### src/rtl/instram_loader_arb.sv
// rtl/instram_loader_arb.sv - instruction RAM port arbiter between CPU fetch and byte-serial loader
// Optional feature: define INSTRAM_LOAD_CHECKSUM_EN to add the ld_sum session checksum output.
`timescale 1ns/1ps
module instram_loader_arb #(
    parameter int LOAD_WORDS = 256
) (
    input  logic        clk,
    input  logic        rst_n,
    input  logic [7:0]  cpu_addr,
    output logic [15:0] cpu_inst,
    output logic        cpu_stall,
    input  logic        ld_start,
    input  logic [7:0]  ld_byte,
    input  logic        ld_valid,
    output logic        ld_ready,
    output logic        ld_done,
    output logic [7:0]  ram_add,
    output logic [15:0] ram_din,
    output logic        ram_we,
    input  logic [15:0] ram_dout
`ifdef INSTRAM_LOAD_CHECKSUM_EN
    ,
    output logic [15:0] ld_sum
`endif
);

    localparam logic [7:0] LAST_PTR = 8'(LOAD_WORDS - 1);

    typedef enum logic [1:0] {
        RUN     = 2'd0,
        BYTE_HI = 2'd1,
        BYTE_LO = 2'd2,
        WR      = 2'd3
    } state_t;

    state_t      state;
    state_t      state_nxt;
    logic [7:0]  ptr;
    logic [15:0] word;
    logic        done_q;

    logic accept;
    logic start_ok;
    logic last_wr;

    assign accept   = ld_valid & ld_ready;
    assign start_ok = (state == RUN) & ld_start;
    assign last_wr  = (state == WR) && (ptr == LAST_PTR);

    assign ld_done  = done_q;
    assign ram_din  = word;

    // State register
    always_ff @(posedge clk or negedge rst_n) begin
        if (!rst_n) begin
            state <= RUN;
        end else begin
            state <= state_nxt;
        end
    end

    // Word pointer, byte assembly and end-of-session pulse
    always_ff @(posedge clk or negedge rst_n) begin
        if (!rst_n) begin
            ptr    <= 8'h00;
            word   <= 16'h0000;
            done_q <= 1'b0;
        end else begin
            if (start_ok) begin
                ptr <= 8'h00;
            end else if (state == WR) begin
                ptr <= ptr + 8'h01;
            end
            if (accept && (state == BYTE_HI)) begin
                word[15:8] <= ld_byte;
            end
            if (accept && (state == BYTE_LO)) begin
                word[7:0] <= ld_byte;
            end
            done_q <= last_wr;
        end
    end

`ifdef INSTRAM_LOAD_CHECKSUM_EN
    // Running sum of every word written in the current session
    always_ff @(posedge clk or negedge rst_n) begin
        if (!rst_n) begin
            ld_sum <= 16'h0000;
        end else if (start_ok) begin
            ld_sum <= 16'h0000;
        end else if (state == WR) begin
            ld_sum <= ld_sum + word;
        end
    end
`endif

    // Next state and RAM port / CPU-side outputs
    always_comb begin
        state_nxt = state;
        ld_ready  = 1'b0;
        ram_we    = 1'b0;
        ram_add   = ptr;
        cpu_stall = 1'b1;
        cpu_inst  = 16'h0000;
        case (state)
            RUN: begin
                ram_add   = cpu_addr;
                cpu_inst  = ram_dout;
                cpu_stall = 1'b0;
                if (ld_start) begin
                    state_nxt = BYTE_HI;
                end
            end
            BYTE_HI: begin
                ld_ready = 1'b1;
                if (ld_valid) begin
                    state_nxt = BYTE_LO;
                end
            end
            BYTE_LO: begin
                ld_ready = 1'b1;
                if (ld_valid) begin
                    state_nxt = WR;
                end
            end
            WR: begin
                ram_we    = 1'b1;
                state_nxt = last_wr ? RUN : BYTE_HI;
            end
            default: begin
                state_nxt = RUN;
            end
        endcase
    end

endmodule

### config.mk
export PLATFORM = sky130hd
export DESIGN_NAME = instram_loader_arb
export DESIGN_NICKNAME = d
export VERILOG_FILES = /design/src/rtl/instram_loader_arb.sv
export SDC_FILE = /design/constraint.sdc
export NUM_CORES = 1
export LEC_CHECK = 0
export CELL_PAD_IN_SITES_DETAIL_PLACEMENT = 2
export CELL_PAD_IN_SITES_GLOBAL_PLACEMENT = 2
export CORE_MARGIN = 10
export CORE_UTILIZATION = 38
export CTS_CLUSTER_DIAMETER = 150
export DETAILED_ROUTE_END_ITERATION = 8
export DONT_BUFFER_PORTS = 1
export HOLD_SLACK_MARGIN = 0.06
export PLACE_DENSITY_LB_ADDON = 0.08
export SYNTH_ARGS = -nofsm -noshare
export SYNTH_HDL_FRONTEND = slang
export SYNTH_SLANG_ARGS = --single-unit
### constraint.sdc
create_clock -name clk -period 5 [get_ports clk]
set_input_delay 0.25 -clock clk [delete_from_list [all_inputs] [get_ports clk]]
set_output_delay 0.25 -clock clk [all_outputs]
set_load 0.01 [all_outputs]
==> results.json <==
{
  "grt_max_degree": 30,
  "crit_chain": "inv_1 -> ha_1 -> a21oi_1 -> or4_1 -> a21oi_1",
  "grt_overflow": 0,
  "yosys.area.top_type": "dfrtp_1",
  "totalNegativeSetupSlack_ps": 0,
  "hp-class": "input pin to register",
  "clk_latency_ps": 270,
  "yosysSeqAreaShare": 0.479,
  "synth_common_cells": "dfrtp_1, mux2_2, and2_1",
  "post_cts_resize_count": 0,
  "vias": 965,
  "hp-start": "ld_byte[2]",
  "clkTransAtPathRegs_ps": 100,
  "setup_ws_ps": 2640,
  "skew_ps": 5.49,
  "grt_pass1_vias": 1089,
  "hold_violations": 0,
  "grtUsageTotal": 0.114,
  "reg2regPathDepth": 5,
  "r2r_start": "state[0]$_DFFE_PN0P_",
  "initialDrtViolationCount": 37,
  "yosys.cell_count.top_type": "dfrtp_1",
  "first_pass_iters": 3,
  "routedWlPerCell_um": 23.1,
  "drive_gt1_frac": 0.256,
  "finalSetupViolCount": 0,
  "post-place-ws_ps": 2600,
  "drc_errors": 0,
  "syn_area_um2": 1410,
  "holdPathStages": 1,
  "via_per_inst": 5.58,
  "crit_slowest_cell": "ha_1",
  "synth_top_area_frac": 0.479,
  "cts_buffer_depth": 2,
  "cts_setup_buffers": 0,
  "htree_levels": 1,
  "syn_to_final_growth_pct": 8.34,
  "synth_edf_count": 0,
  "synthCells": 124,
  "synthDistinctLibCells": 26,
  "arrival_ps": 2560,
  "crit_required_ps": 5200,
  "die_y_um": 80.9,
  "grt_setup_unrepaired": "no",
  "slowest_delay_ps": 710,
  "rr_endpoint": "ptr[7]$_DFFE_PN0P_",
  "antenna_found_initial": 0,
  "dpl.hpwl_um": 3250,
  "placementRows": 22,
  "p_leak_uw": 0.000655,
  "ir_worst_vdd_uv": 291,
  "synth_area_leaders": "dfrtp_1, mux2_2, and2_1",
  "status": "finished, final reports clean",
  "cts_hold_buf": 2,
  "holdPathEnd": "ram_din[2]$_DFFE_PN0P_",
  "crit_type": "register to register",
  "routed_wl_um": 4000,
  "grt_pass1_wl_um": 5930,
  "io_pins": 80,
  "die_area_um2": 6550,
  "cts_tree": "built",
  "crit_fanout": 29,
  "initial_core_util": 0.388,
  "slew_violations": 0,
  "timing.fmax_mhz": 424,
  "cp_common_cell": "a21oi_1",
  "max-cap-violations": 0,
  "n_antenna_cell": 0,
  "nNetsFinal": 168,
  "yosys_warnings": 0,
  "synthesis.nets": 166,
  "cp-start-kind": "register",
  "synth.avg_cell_area_um2": 11.4,
  "crit_path_end_kind": "register",
  "max_slew_margin": 0.452,
  "synthArstFlopShare": 1.00,
  "worst_pin_slew_ps": 822,
  "powerDensity_nw_per_um2": 614,
  "root_buffer": "clkbuf_8",
  "port_buffers": 0,
  "fillers": 372,
  "finalCriticalPeriod_ps": 2360,
  "gp_congestion": 0.693,
  "core-area_um2": 3630,
  "r2r_slack_ps": 2640,
  "ys.flop_type": "dfrtp_1",
  "cts_made_buffers": 3,
  "period_share": 0.472,
  "synth_seq_cells": 27,
  "die_w_um": 80.9,
  "cts_sinks": 27,
  "final_antenna_net_count": 0
}
-- stage by stage --
stage | util | instances | total power [uW] | area [um^2] | hold slack [ps]
final | 0.420 | 173 | 938 | 1530 | 122
after global routing | 0.420 | 173 | 1020 | 1530 | 105
after CTS | 0.420 | 173 | 967 | 1530 | 107
after detailed placement | 0.399 | 167 | 829 | 1450 | -44.7
after global placement | 0.399 | 167 | 798 | 1450 | -44.6
after floorplan | - | 124 | 725 | 1410 | -45.6
-- layer usage --
layer / vias up / routed length [um] / GRT usage
li1: 428 / - / -
met1: 481 / 1520 / 0.120
met2: 54 / 1950 / 0.207
met3: 2 / 514 / 0.0475
met4: 0 / 13 / 0.0260
met5: - / 0 / 0
-- registers in the layout (all words and copies together), names as in the netlist --
name,cells
ptr,8
state,2
ram_din,16
ld_done,1
-- cells by family after synthesis --
| family | after synthesis | synth area share |
|---|---|---|
| simple gates | 39 | 0.161 |
| flops | 27 | 0.479 |
| mux | 25 | 0.199 |
| compound gates | 15 | 0.0639 |
| buf+inv | 9 | 0.0257 |
| fa+ha+maj | 6 | 0.0532 |
| xor+xnor | 3 | 0.0186 |
-- critical path: cells and delay by family (launching register included) --
family	cells	cell delay [ps]
adders and majority gates	1	710
buffers and inverters	1	150
AOI/OAI and AO/OA	2	450
and+or+nand+nor	1	530
DFF	1	440
-- where the power goes --
group	leakage [uW]	switching, uW	internal, uW
Sequential	0.000336	109	308
Combinational	0.000297	219	176
Clock	0.0000217	70.3	56.5
Total	0.000655	398	540
-- layout by cell type (no fill, tap or decap) --
cell / n
buf_12: 1
o211ai_1: 2
inv_1: 4
or3_1: 1
o21ba_2: 1
and2_1: 17
mux2_2: 24
or2_1: 1
xor2_1: 2
nand4_2: 1
nor3_1: 1
o21ai_0: 4
dfrtp_1: 27
or4_1: 2
o31ai_1: 2
nor2_1: 4
xnor2_1: 1
a21oi_1: 6
clkinvlp_4: 1
nor2b_1: 1
nand3_1: 5
clkbuf_8: 3
nand2_1: 4
nand4_1: 1
mux2i_1: 1
dlygate4sd3_1: 1
ha_1: 6
or3_2: 1
-- worst max path at each step --
| stage | from | to | slack [ps] | cells past startpoint |
|---|---|---|---|---|
| after detailed placement | state[0]$_DFFE_PN0P_ | ptr[5]$_DFFE_PN0P_ | 2600 | 5 |
| final | state[0]$_DFFE_PN0P_ | ptr[7]$_DFFE_PN0P_ | 2640 | 5 |
| after global routing | state[0]$_DFFE_PN0P_ | ptr[7]$_DFFE_PN0P_ | 2360 | 5 |
| after global placement | state[0]$_DFFE_PN0P_ | ptr[5]$_DFFE_PN0P_ | 2800 | 5 |
| after floorplan | state[0]$_DFFE_PN0P_ | ram_add[6] | 3300 | 5 |
| after CTS | state[0]$_DFFE_PN0P_ | ptr[5]$_DFFE_PN0P_ | 2580 | 5 |
-- cell type report --
| type | instances | area (um^2) | share of cell area |
|---|---|---|---|
| Clock inverter | 1 | 7.51 | 0.00491 |
| Multi-Input combinational cell | 88 | 698 | 0.457 |
| Sequential cell | 27 | 676 | 0.442 |
| Timing Repair Buffer | 2 | 30.0 | 0.0197 |
| Clock buffer | 3 | 41.3 | 0.0270 |
| Inverter | 4 | 15.0 | 0.00983 |
| Tap cell | 48 | 60.1 | 0.0393 |
Power figures use the tool's default switching activity.
